--- src/rtl/wbc_vec_fetch.sv ---
// rtl/wbc_vec_fetch.sv - interrupt entry sequencer: VIC vector handshake, then PC/PSW fetch over Wishbone
module wbc_vec_fetch #(
    parameter int          TMO   = 255,
    parameter logic [15:0] VMASK = 16'o177776
) (
    input  logic        wb_clk_i,
    input  logic        wb_rst_i,
    input  logic        vic_irq_i,
    input  logic [15:0] vic_dat_i,
    output logic        vic_stb_o,
    input  logic        vic_ack_i,
    input  logic        take_i,
    output logic        busy_o,
    output logic        done_o,
    output logic        err_o,
    output logic [1:0]  err_src_o,
    output logic [15:0] vec_o,
    output logic [15:0] pc_o,
    output logic [15:0] psw_o,
    output logic [15:0] wbm_adr_o,
    input  logic [15:0] wbm_dat_i,
    output logic        wbm_cyc_o,
    output logic        wbm_stb_o,
    input  logic        wbm_ack_i
);
    localparam int CW = $clog2(TMO + 1);

    localparam logic [2:0] S_IDLE  = 3'd0;
    localparam logic [2:0] S_VREQ  = 3'd1;
    localparam logic [2:0] S_RDPC  = 3'd2;
    localparam logic [2:0] S_RDPSW = 3'd3;
    localparam logic [2:0] S_DONE  = 3'd4;

    logic [2:0]    state;
    logic [CW-1:0] cnt;
    logic          tmo;
    logic [15:0]   vec_masked;

    assign tmo        = (cnt == CW'(TMO));
    assign vec_masked = vic_dat_i & VMASK;

    always_ff @(posedge wb_clk_i or posedge wb_rst_i) begin
        if (wb_rst_i) begin
            state     <= S_IDLE;
            cnt       <= '0;
            vic_stb_o <= 1'b0;
            busy_o    <= 1'b0;
            done_o    <= 1'b0;
            err_o     <= 1'b0;
            err_src_o <= 2'b00;
            vec_o     <= 16'd0;
            pc_o      <= 16'd0;
            psw_o     <= 16'd0;
            wbm_adr_o <= 16'd0;
            wbm_cyc_o <= 1'b0;
            wbm_stb_o <= 1'b0;
        end else begin
            done_o <= 1'b0;
            err_o  <= 1'b0;
            cnt    <= cnt + 1'b1;
            case (state)
                S_IDLE: begin
                    cnt <= '0;
                    if (take_i && vic_irq_i) begin
                        state     <= S_VREQ;
                        vic_stb_o <= 1'b1;
                        busy_o    <= 1'b1;
                    end
                end
                // ack beats a withdrawn request, which beats the timeout
                S_VREQ: begin
                    if (vic_ack_i) begin
                        vec_o     <= vec_masked;
                        vic_stb_o <= 1'b0;
                        wbm_adr_o <= vec_masked;
                        wbm_cyc_o <= 1'b1;
                        wbm_stb_o <= 1'b1;
                        cnt       <= '0;
                        state     <= S_RDPC;
                    end else if (!vic_irq_i) begin
                        vic_stb_o <= 1'b0;
                        busy_o    <= 1'b0;
                        cnt       <= '0;
                        state     <= S_IDLE;
                    end else if (tmo) begin
                        vic_stb_o <= 1'b0;
                        busy_o    <= 1'b0;
                        err_o     <= 1'b1;
                        err_src_o <= 2'b01;
                        cnt       <= '0;
                        state     <= S_IDLE;
                    end
                end
                S_RDPC: begin
                    if (wbm_ack_i) begin
                        pc_o      <= wbm_dat_i;
                        wbm_adr_o <= vec_o + 16'd2;
                        cnt       <= '0;
                        state     <= S_RDPSW;
                    end else if (tmo) begin
                        wbm_cyc_o <= 1'b0;
                        wbm_stb_o <= 1'b0;
                        busy_o    <= 1'b0;
                        err_o     <= 1'b1;
                        err_src_o <= 2'b10;
                        cnt       <= '0;
                        state     <= S_IDLE;
                    end
                end
                S_RDPSW: begin
                    if (wbm_ack_i) begin
                        psw_o     <= wbm_dat_i;
                        wbm_cyc_o <= 1'b0;
                        wbm_stb_o <= 1'b0;
                        done_o    <= 1'b1;
                        cnt       <= '0;
                        state     <= S_DONE;
                    end else if (tmo) begin
                        wbm_cyc_o <= 1'b0;
                        wbm_stb_o <= 1'b0;
                        busy_o    <= 1'b0;
                        err_o     <= 1'b1;
                        err_src_o <= 2'b11;
                        cnt       <= '0;
                        state     <= S_IDLE;
                    end
                end
                S_DONE: begin
                    busy_o <= 1'b0;
                    cnt    <= '0;
                    state  <= S_IDLE;
                end
                default: begin
                    vic_stb_o <= 1'b0;
                    wbm_cyc_o <= 1'b0;
                    wbm_stb_o <= 1'b0;
                    busy_o    <= 1'b0;
                    cnt       <= '0;
                    state     <= S_IDLE;
                end
            endcase
        end
    end
endmodule

--- config.mk ---
export PLATFORM = sky130hd
export DESIGN_NAME = wbc_vec_fetch
export DESIGN_NICKNAME = d
export VERILOG_FILES = /design/src/rtl/wbc_vec_fetch.sv
export SDC_FILE = /design/constraint.sdc
export NUM_CORES = 1
export LEC_CHECK = 0
export CORE_MARGIN = 2
export CORE_UTILIZATION = 30
export DETAILED_ROUTE_END_ITERATION = 7
export HOLD_SLACK_MARGIN = 0.02
export PLACE_DENSITY = 0.6
export SKIP_CTS_REPAIR_TIMING = 1
export SKIP_LAST_GASP = 1
export SLEW_MARGIN = 5
export SYNTH_ARGS = -nofsm -noshare
export SYNTH_HDL_FRONTEND = slang
export SYNTH_SLANG_ARGS = --single-unit
--- constraint.sdc ---
create_clock -name wb_clk_i -period 6.6 [get_ports wb_clk_i]
set_clock_uncertainty 0.1 [all_clocks]
set_input_delay 0.66 -clock wb_clk_i [delete_from_list [all_inputs] [get_ports wb_clk_i]]
set_output_delay 0.66 -clock wb_clk_i [all_outputs]
set_load 0.01 [all_outputs]
Word level (Yosys, flattened, before mapping)
Cells that the tools add are included.

Flip-flop bits (word level): 82. Bits in latches: 0. Memory bits (writable): 0. Memory bits (read-only): 0. Output and inout port bits: 72. Word-level logic and storage cells: 98. Memories kept: 0.

Add/sub/neg operators: 2. Multiply operators: 0. Div/mod/pow operators: 0. Magnitude comparators: 0. Equal/unequal tests: 17. Shift operators: 0. Multiplexer cells: 49. Bitwise operators: 2. Reductions and logical operators: 15.

Operators by type and width (count): $mux W16 (2); $mux W8 (4); $pmux W16 S2 (1); $ne A2 B2 Y1 const B (11); $mux W1 (21); $mux W3 (6); $add A16 B2 Y16 const B (1); $pmux W8 S2 (1); $mux W2 (7); $pmux W3 S4 (1); $reduce_and A3 Y1 (4); $add A8 B1 Y8 const B (1); $eq A8 B8 Y1 const B (1); $pmux W1 S4 (2); $reduce_and A8 Y1 (1); $eq A3 B2 Y1 const B (2); $pmux W1 S3 (2); $pmux W2 S3 (1); $reduce_and A2 Y1 (3); $ne A4 B4 Y1 const B (1); $reduce_or A2 Y1 (2); $eq A3 B1 Y1 const B (1); $eq A3 B3 Y1 const B (1); $logic_not A3 Y1 (1); other kinds (6) (7).

Longest topological paths before layout
Gate-level depths: netlist of the first run.

Depth in word-level cells: 5. Gate-level depth with buffers: 6. Depth with buffers taken out: 5.

Worst setup path before layout of the first run
Ideal clock, no wire load.

Path type: input -> register. Start: input port wbm_ack_i. End: register err_src_o[0]. Setup time: 0.125 ns. Data arrival time: 1.597 ns. Data required time: 6.375 ns. Setup slack: 4.779 ns. Cell stages on the path: 5. Path buffers: 1. Cells stage by stage: buf_2 nor2b_1 o21bai_2 nor2_1 mux2_2.

Cells in the longest elaborated chain, start to end: 2. Elaborated cells between the ends (all ways): 3.

Ends and longest elaborated chain: start, declared (line 24) `input logic wbm_ack_i`; $ne A2 B2 Y1 (no source line); $reduce_and A8 Y1 (no source line) (*); end signal, assigned (line 50) `err_src_o <= 2'b00;`; end signal, assigned (line 89) `err_src_o <= 2'b01;`; end signal, assigned (line 105) `err_src_o <= 2'b10;`; end, declared (line 16) `output logic [1:0] err_src_o,`.

Every way passes the cells marked *; elsewhere a longest branch is shown, timed or not. A chain may end at the register's enable or synchronous reset.

Worst setup path in the final report of the first run
Start: input port wbm_ack_i. End: register wbm_adr_o[14].

Cells in the longest elaborated chain, start to end: 2.

Ends and longest elaborated chain: $ne A2 B2 Y1 (no source line); $reduce_and A3 Y1 (no source line); end signal, assigned (line 75) `wbm_adr_o <= vec_masked;`; end signal, assigned (line 97) `wbm_adr_o <= vec_o + 16'd2;`; end, declared (line 20) `output logic [15:0] wbm_adr_o,`.

No other way between the ends.

==> results of run 1 <==
==> metrics by stage <==
stage | power [W] | hold slack (ns)
6_report | 0.00240 | 0.377
3_5_place_dp | 0.00185 | 0.366
3_3_place_gp | 0.00183 | 0.358
4_1_cts | 0.00243 | 0.381
5_1_grt | 0.00256 | 0.399
2_1_floorplan | 0.00135 | 0.348
==> synthesized netlist by cell type, drive strengths merged <==
master	count
nand2	108
and3	6
mux2	18
ha	2
nor2	16
or2b	1
nand2b	3
nor4	3
nor2b	2
and2	2
or3b	1
o21bai	1
o21ai	12
a22oi	1
a211oi	2
a32o	1
nand4b	2
a41oi	1
nand3	9
inv	8
xnor2	12
a222oi	1
a21o	1
xor2	5
nand3b	2
conb	1
and2b	1
nor3b	1
dfrtp	81
a221o	2
clkbuf	5
nand4	5
o211ai	8
buf	14
and4bb	3
mux2i	5
nor3	6
a21oi	6
==> metal layers <==
metal | wire length [um] | share of wire [%]
met4 | 81 | 0.91
met5 | 0 | 0
met1 | 4060 | 46
met2 | 4270 | 48
met3 | 495 | 5.6
==> how the worst min path moves through the flow <==
stage	end	depth (start not counted)	slack (ns)	startpoint
global route	pc_o[8]	2	0.40	pc_o[8]
detailed placement	pc_o[3]	2	0.37	pc_o[3]
CTS	pc_o[8]	2	0.38	pc_o[8]
floorplan	cnt[0]	1	0.35	cnt[0]
global placement	pc_o[7]	2	0.36	pc_o[7]
finish	pc_o[3]	2	0.38	pc_o[3]
==> state kept, by name, indices dropped and copies added, names as in the netlist <==
register   count
busy_o         1
cnt            8
done_o         1
err_o          1
err_src_o      2
pc_o          16
psw_o         16
state          3
vec_o         15
vic_stb_o      1
wbm_adr_o     15
wbm_cyc_o      1
wbm_stb_o      1
==> layout by cell type (no fill, tap or decap), types with 3 or more instances in the layout <==
cell,Yosys,layout
dfrtp_1,81,81
inv_1,8,7
xor2_1,5,5
nor2_1,16,16
and4bb_2,3,3
nand2b_1,3,3
xnor2_1,12,12
clkbuf_16,0,9
o21ai_0,12,12
nand3_1,9,9
mux2i_1,5,5
mux2_2,18,18
nand2_1,108,108
a21oi_1,6,6
bufinv_16,0,3
nand4_1,3,3
o211ai_1,8,8
and3_1,4,4
nor3_1,6,6
clkdlybuf4s50_1,0,106
==> power by group through the flow <==
stage | registers [W] | clock network [W] | logic (W)
after floorplan | 0.000935 | 0 | 0.000416
after global placement | 0.000884 | 0 | 0.000950
after detailed placement | 0.000895 | 0 | 0.000960
after CTS | 0.000888 | 0.000582 | 0.000964
after global routing | 0.000922 | 0.000601 | 0.00104
final | 0.000886 | 0.000564 | 0.000945
==> worst max-delay path, delay by kind of cell <==
| family | cells | cell delay, ns |
|---|---|---|
| AO/OA/AOI/OAI | 2 | 0.23 |
| buffers and inverters | 2 | 0.92 |
| AND/OR/NAND/NOR | 2 | 0.88 |
==> area by class of cell <==
cell class	count	area, um2
fill	1154	6810
sequential	81	2030
multi-input combinational	251	1490
timing repair buffer	108	1080
clock buffer	11	233
tap	147	184
clock inverter	5	104
inverter	8	31.3
==> logic make-up (layout without fill, tap and decap cells) <==
family,Yosys count,after routing,synth area share (%)
compound gates,36,36,6.54
xor+xnor,17,17,4.05
fa+ha+maj,2,2,0.681
buf+inv,27,132,4.29
flops,81,81,55.2
mux,23,23,6.88
other cells,1,2,0.102
simple gates,171,171,22.3
==> key figures, run 1 <==
Clocking
  • Clock latency on the worst-skew pair: 0.33 ns
  • H-tree levels: 3
  • Total CTS buffers: 9
  • Clock transition at path regs: 0.06 ns
  • TritonCTS clock tree: built
  • Root Driver: clkbuf_16
  • Clock Tree Buf Depth: 2
  • Num Clock Sinks: 81

Global route
  • Total GRT Usage: 14.3%
  • Initial antenna violation count: 0
  • Routing usage on met1: 19.2%
  • Pin count of the biggest net entering global routing: 82
  • Busiest grt layer: met2
  • Grt ovf: 0
  • Vias in the first global route: 2847
  • Met3 Use GR: 4.39%
  • Global-route wire length before repair: 14.8 mm
  • GR Util met2: 22.2%

Placement
  • DPL Wire Length: 6.17 mm
  • Global placer's final weighted congestion: 0.755
  • Post-Place Cells: 595
  • Buffers on Ports: 106
  • Dpl ws: 3.57 ns
  • Area post-placement: 0.00481 mm2

Synthesis
  • Mapped Area: 0.00367 mm2
  • Syn. warnings: 0
  • Netlist cell types: 45
  • Mapped Cells: 358
  • Largest area contributor in the netlist: dfrtp_1
  • Sequential area share after synthesis: 55.2%
  • Top cell type's share of synthesized area: 55.2%
  • Post-synthesis register bit count: 81
  • Synth Area per Inst: 10.3 um2
  • Top post-synthesis cells by area: dfrtp_1 (55%), nand2_1 (11%), mux2_2 (5.5%)

Cells and area
  • Final Instance Area: 0.00515 mm2
  • Finished Layout Cells: 611
  • Nets: 499
  • Layout cells sized above 1: 9.91%
  • Antenna diode count: 0
  • Fin util: 43.0%
  • Area Overhead vs Synth: 40.1%

Timing
  • Worst-margin pin slew: 1.10 ns
  • Unrepaired setup endpoints after global routing: no
  • Hold Violations, Final: 0
  • Fin Setup TNS: 0 ns
  • Period Utilization, post-route: 39.8%
  • Final setup violating endpoints: 0
  • Relative slew margins: 26.5%
  • Slew Limit Fails: 0
  • Max Clock Freq: 381 MHz
  • Post-route setup slack: 3.98 ns
  • Min Tclk post-route: 2.62 ns

Worst setup path
  • Crit path kind: in2reg
  • Worst path arrival time: 2.69 ns
  • CP max-delay cell: clkdlybuf4s50_1
  • Cell breakdown of the critical path: clkdlybuf4s50_1 -> and4bb_2 -> nor2_1 -> buf_4 -> a22oi_1 -> o21ai_0
  • Worst Path Required: 6.67 ns
  • Setup crit end kind: register
  • End of the worst register-to-register path: psw_o[14]
  • Crit start category: input pin
  • Reg-to-Reg Start: state[1]
  • Path depth of the worst reg2reg path: 3
  • Crit path capture: wbm_adr_o[14]
  • Worst-path maximum fanout: 21
  • Max stage delay on crit path: 0.67 ns
  • Worst Setup SP: wbm_ack_i
  • R2r setup slk: 4.18 ns

Run status
  • Outcome: finished, final reports clean

Routing
  • Via/cell ratio: 4.70
  • DR pass1 iterations: 4
  • Final ANT Viol Nets: 0
  • Final wirelength: 8.90 mm
  • DR DRC count: 0
  • Starting DRT DRC Count: 182
  • Vias post-DR: 2874
  • Avg WL per Cell: 14.6 um

Power and ir drop
  • Peak VDD IR: 0.169 mV
  • Sequential Power Share: 37.0%
  • P_sw: 0.000795 W
  • Leakage: 2.28 nW
  • P_int: 0.00160 W
  • Clock power frac: 23.6%
  • Power Density: 465 mW/mm2
  • Combinational fraction of design power: 39.5%
  • Switching Fraction: 33.2%

Floorplanning
  • Site Rows: 40
  • Floorplan core area: 0.0120 mm2
  • Die Wd: 115 um
  • Die area: 0.0131 mm2
  • I/O pin count: 110
  • Starting Density: 30.7%
  • Die Y: 115 um

Hold path
  • Hold Crit Class: reg2reg

Job
  • Max Cap Viol: 0
(Power assumes the default switching activity.)
==> inputs of run 2 (changes only) <==
- PLACE_DENSITY: 0.6 -> 0.62
- clock period: 6.6 -> 2.2 ns (I/O delays scaled with it)
==> key figures, run 2 (synthesized netlist as in run 1, its figures left out) <==
Floorplanning
  • Floorplan core area: 0.0120 mm2 (unchanged)
  • Starting Density: 30.7% (unchanged)
  • Die Wd: 115 um (unchanged)
  • Die Y: 115 um (unchanged)
  • Die area: 0.0131 mm2 (unchanged)
  • I/O pin count: 110 (unchanged)
  • Site Rows: 40 (unchanged)

Timing
  • Period Utilization, post-route: 89.0%
  • Unrepaired setup endpoints after global routing: no
  • Slew Limit Fails: 0 (unchanged)
  • Min Tclk post-route: 1.96 ns
  • Max Clock Freq: 511 MHz
  • Final setup violating endpoints: 0 (unchanged)
  • Fin Setup TNS: 0 ns (unchanged)
  • Hold Violations, Final: 0 (unchanged)

Worst setup path
  • Reg-to-Reg Start: cnt[0]
  • Crit start category: register
  • Worst Path Required: 2.32 ns (-4.35 ns)
  • Worst Setup SP: cnt[0]
  • Setup crit end kind: register
  • Cell breakdown of the critical path: ha_1 -> and3_2 -> nand4_1 -> nor2_1 -> mux2_2
  • Max stage delay on crit path: 0.38 ns (-0.29 ns)
  • Worst-path maximum fanout: 7 (-67%)
  • Worst path arrival time: 2.08 ns (-0.61 ns)
  • CP Depth: 5 (-1)
  • Path depth of the worst reg2reg path: 5 (+2)
  • Crit path capture: err_src_o[0]
  • CP max-delay cell: dfrtp_1
  • Delay-heaviest family, CP: simple AND/OR/NAND/NOR gates
  • Crit path kind: reg2reg
  • R2r setup slk: 0.24 ns (-3.94 ns)
  • End of the worst register-to-register path: err_src_o[0]
  • WP buf/inv: 0 (-2)

Cells and area
  • Leading cell type in the layout, fill and taps excluded: nand2_1
  • Largest regs: pc_o x16, psw_o x16
  • Antenna diode count: 0 (unchanged)
  • Area Overhead vs Synth: 43.3%
  • Commonest cells after routing, fill and taps aside: nand2_1 (108), clkdlybuf4s50_1 (106), dfrtp_1 (81), mux2_2 (18), nor2_1 (16)
  • Final Instance Area: 0.00527 mm2 (+2.3%)
  • Area of the multi-input gates: 0.00149 mm2 (unchanged)
  • Layout cells sized above 1: 11.9% (+2.0 points)
  • Nets: 507 (+1.6%)
  • Final-layout fill cell count: 1157 (+0.26%)
  • Flip-flop and latch area: 0.00203 mm2 (unchanged)

Clocking
  • Clock Tree Buf Depth: 2 (unchanged)
  • Root Driver: clkbuf_16
  • H-tree levels: 3 (unchanged)
  • TritonCTS clock tree: built
  • Total CTS buffers: 9 (unchanged)
  • Num Clock Sinks: 81 (unchanged)
  • Clock latency on the worst-skew pair: 0.34 ns (about the same)
  • Clock transition at path regs: 0.06 ns (about the same)

Placement
  • DPL Wire Length: 6.45 mm (+4.5%)
  • Buffers on Ports: 106 (unchanged)
  • Global placer's final weighted congestion: 0.788 (+4.3%)
  • Area post-placement: 0.00492 mm2 (+2.3%)

Routing
  • Via/cell ratio: 4.73 (+0.46%)
  • Avg WL per Cell: 14.6 um (+0.35%)
  • DR pass1 iterations: 4 (unchanged)
  • Vias post-DR: 2925 (+1.8%)
  • DR DRC count: 0 (unchanged)
  • Starting DRT DRC Count: 129 (-29%)
  • Final ANT Viol Nets: 0 (unchanged)
  • Final wirelength: 9.05 mm (+1.7%)

Global route
  • Pin count of the biggest net entering global routing: 36 (-56%)
  • Grt ovf: 0 (unchanged)
  • Global-route wire length before repair: 14.7 mm (-0.33%)
  • Total GRT Usage: 14.4% (+0.069 points)
  • Vias in the first global route: 2880 (+1.2%)
  • Initial antenna violation count: 0 (unchanged)

Job
  • Max Cap Viol: 0 (unchanged)

Power and ir drop
  • Power Density: 1390 mW/mm2 (+200%)
  • Leakage: 2.33 nW (+2.4%)
  • Pwr Total: 0.00732 W (+210%)
  • Peak VDD IR: 0.484 mV (+190%)

Hold path
  • Hold Crit Class: in2async

Run status
  • Outcome: finished, final reports clean
-- run 2: cell count changes in the layout (fill, tap and decap cells not counted) --
cell        previous run  this run
buf_4                  2         6
inv_6                  0         1
buf_12                 0         4
clkinvlp_4             0         2
clkinv_4               1         0
clkbuf_1               2         0
-- run 2: final cells by class --
class,instances,area share [%]
clock buffers,9,4.28
clock inverters,7,2.21
inverters,8,0.642
multi-input cells,251,28.4
flip-flops and latches,81,38.5
well taps,147,3.49
repair buffers,116,22.5
-- run 2: metrics by stage --
stage / std cells / worst slack (ns) / hold slack (ns) / util, %
floorplan: 359 / 0.467 / 0.225 / -
global placement: 603 / 0.231 / 0.359 / 41.2
detailed placement: 603 / 0.208 / 0.361 / 41.2
CTS: 619 / 0.227 / 0.168 / 44.0
global route: 619 / 0.0701 / 0.195 / 44.0
finish: 619 / 0.243 / 0.154 / 44.0
-- run 2: power by group --
| group | switching, W | total, W | leakage (nW) | internal (W) |
|---|---|---|---|---|
| Clock | 0.000605 | 0.00171 | 0.166 | 0.00111 |
| Sequential | 0.000551 | 0.00265 | 1.02 | 0.00210 |
| Combinational | 0.00129 | 0.00296 | 1.14 | 0.00167 |
| Total | 0.00245 | 0.00732 | 2.33 | 0.00487 |
-- run 2: worst min path at each step --
stage	start	endpoint	slack, ns
detailed placement	pc_o[6]	pc_o[6]	0.36
global placement	pc_o[7]	pc_o[7]	0.36
CTS	wb_rst_i	vic_stb_o	0.17
global route	wb_rst_i	vic_stb_o	0.19
floorplan	wbm_dat_i[0]	pc_o[0]	0.23
finish	wb_rst_i	vic_stb_o	0.15
-- run 2: routing by layer --
metal / global-route usage [%] / vias up / wire, um
met3: 4.08 / 10 / 500
li1: - / 1415 / -
met2: 23.2 / 69 / 4420
met5: 0 / - / 0
met1: 18.5 / 1431 / 4000
met4: 5.12 / 0 / 123
==> inputs of run 3 (changes only) <==
- CORE_MARGIN: 2 -> 5
==> key figures, run 3 (synthesized netlist as in run 1, its figures left out) <==
Run status
  • Outcome: finished, final reports clean

Clocking
  • Root Driver: clkbuf_16
  • H-tree levels: 3 (unchanged)
  • Clock Tree Buf Depth: 2 (unchanged)
  • Clock latency on the worst-skew pair: 0.33 ns (about the same)
  • Num Clock Sinks: 81 (unchanged)
  • Clock transition at path regs: 0.06 ns (about the same)
  • Total CTS buffers: 9 (unchanged)
  • TritonCTS clock tree: built

Routing
  • Avg WL per Cell: 15.1 um (+3.3%)
  • Final ANT Viol Nets: 0 (unchanged)
  • Starting DRT DRC Count: 178 (+38%)
  • Vias post-DR: 2910 (-0.51%)
  • DR DRC count: 0 (unchanged)
  • Final wirelength: 9.41 mm (+4.0%)
  • DR pass1 iterations: 4 (unchanged)
  • Via/cell ratio: 4.67 (-1.2%)

Timing
  • Min Tclk post-route: 1.93 ns (-0.0272 ns)
  • Unrepaired setup endpoints after global routing: no
  • Worst-margin pin slew: 0.649 ns
  • Max Clock Freq: 518 MHz (+1.4%)
  • Slew Limit Fails: 0 (unchanged)
  • Relative slew margins: 56.7%
  • Fin Setup TNS: 0 ns (unchanged)
  • Hold WS: 0.258 ns (+0.104 ns)
  • Final setup violating endpoints: 0 (unchanged)
  • Hold Violations, Final: 0 (unchanged)
  • Period Utilization, post-route: 87.7% (-1.2 points)

Cells and area
  • Leading cell type in the layout, fill and taps excluded: nand2_1
  • Nets: 511 (+0.79%)
  • Antenna diode count: 0 (unchanged)
  • Largest regs: pc_o x16, psw_o x16
  • Final-layout fill cell count: 1156 (-0.086%)
  • Finished Layout Cells: 623 (+0.65%)
  • Commonest cells after routing, fill and taps aside: nand2_1 (108), clkdlybuf4s50_1 (106), dfrtp_1 (81), mux2_2 (18), nor2_1 (16)
  • Layout cells sized above 1: 12.0% (+0.11 points)
  • Area Overhead vs Synth: 41.7%
  • Flip-flop and latch area: 0.00203 mm2 (unchanged)
  • Area of the multi-input gates: 0.00149 mm2 (unchanged)

Placement
  • DPL Wire Length: 6.70 mm (+3.8%)
  • Global placer's final weighted congestion: 0.802 (+1.8%)
  • Buffers on Ports: 106 (unchanged)
  • Post-Place Cells: 607 (+0.66%)

Global route
  • Pin count of the biggest net entering global routing: 51 (+42%)
  • Vias in the first global route: 2939 (+2.0%)
  • Global-route wire length before repair: 15.3 mm (+4.1%)
  • Initial antenna violation count: 0 (unchanged)
  • Total GRT Usage: 13.2% (-1.2 points)
  • Grt ovf: 0 (unchanged)

Power and ir drop
  • Peak VDD IR: 0.376 mV (-22%)
  • Power Density: 1360 mW/mm2 (-2.4%)
  • Leakage: 2.32 nW (-0.79%)

Worst setup path
  • Crit path kind: reg2reg
  • Setup crit end kind: register
  • WP buf/inv: 0 (unchanged)
  • CP max-delay cell: dfrtp_1
  • Worst Path Required: 2.31 ns (about the same)
  • Delay-heaviest family, CP: simple AND/OR/NAND/NOR gates
  • Worst path arrival time: 2.04 ns (-0.04 ns)
  • Max stage delay on crit path: 0.38 ns (about the same)
  • Crit start category: register
  • Cell breakdown of the critical path: ha_1 -> and3_2 -> nand4_1 -> nor2_1 -> mux2_2
  • Worst-path maximum fanout: 6 (-1)

Floorplanning
  • Floorplan core area: 0.0120 mm2 (+0.42%)
  • I/O pin count: 110 (unchanged)
  • Die Wd: 121 um (+5.2%)
  • Site Rows: 40 (unchanged)
  • Starting Density: 30.6% (-0.13 points)
  • Die area: 0.0146 mm2 (+11%)
  • Die Y: 121 um (+5.2%)

Hold path
  • Hold Crit Class: in2async

Job
  • Max Cap Viol: 0 (unchanged)
==> run 3: layout make-up <==
cell class | count | share of cell area [%]
flip-flops and latches | 81 | 38.9
clock inverters | 3 | 0.769
multi-input cells | 251 | 28.7
repair buffers | 120 | 22.6
well taps | 147 | 3.53
inverters | 8 | 0.649
clock buffers | 13 | 4.81
==> run 3: report_power, final <==
part	total, W	switching, W	internal [W]	leakage, nW
Sequential	0.00265	0.000553	0.00210	1.02
Clock	0.00146	0.000554	0.000907	0.144
Combinational	0.00295	0.00129	0.00166	1.15
Total	0.00706	0.00240	0.00466	2.32
==> run 3: worst reg2reg max path, cell delays in order (launching register included) <==
cell     delay (ns)
dfrtp_1        0.38
ha_1           0.20
and3_2         0.22
nand4_1        0.26
nor2_1         0.30
mux2_2         0.36
==> run 3: per-stage QoR <==
stage / total power (W) / area [um2] / worst slack [ns] / util [%]
2_1_floorplan: 0.00405 / 3680 / 0.467 / -
3_3_place_gp: 0.00560 / 4920 / 0.220 / 40.9
3_5_place_dp: 0.00567 / 4920 / 0.181 / 40.9
4_1_cts: 0.00718 / 5210 / 0.258 / 43.3
5_1_grt: 0.00755 / 5210 / 0.116 / 43.3
6_report: 0.00706 / 5210 / 0.270 / 43.3
==> run 3: layer usage <==
layer | wire length (um) | part of all wire, % | vias to the layer above | track usage (%)
met5 | 0 | 0 | - | 0
li1 | - | - | 1431 | -
met1 | 4240 | 45 | 1395 | 17.0
met2 | 4570 | 49 | 70 | 21.1
met3 | 437 | 4.6 | 14 | 3.79
met4 | 170 | 1.8 | 0 | 4.60
==> run 3: final timing paths <==
| path | start | endpoint | slack [ns] | cells past startpoint |
|---|---|---|---|---|
| max | cnt[0] | err_src_o[1] | 0.27 | 5 |
| min | wb_rst_i | pc_o[8] | 0.26 | 3 |
| max reg2reg | cnt[0] | err_src_o[1] | 0.27 | 5 |
| min reg2reg | pc_o[2] | pc_o[2] | 0.37 | 2 |
| max in group asynchronous | wb_rst_i | vec_o[5] | 1.20 | 3 |
| min in group wb_clk_i | wbm_dat_i[13] | pc_o[13] | 0.34 | 3 |
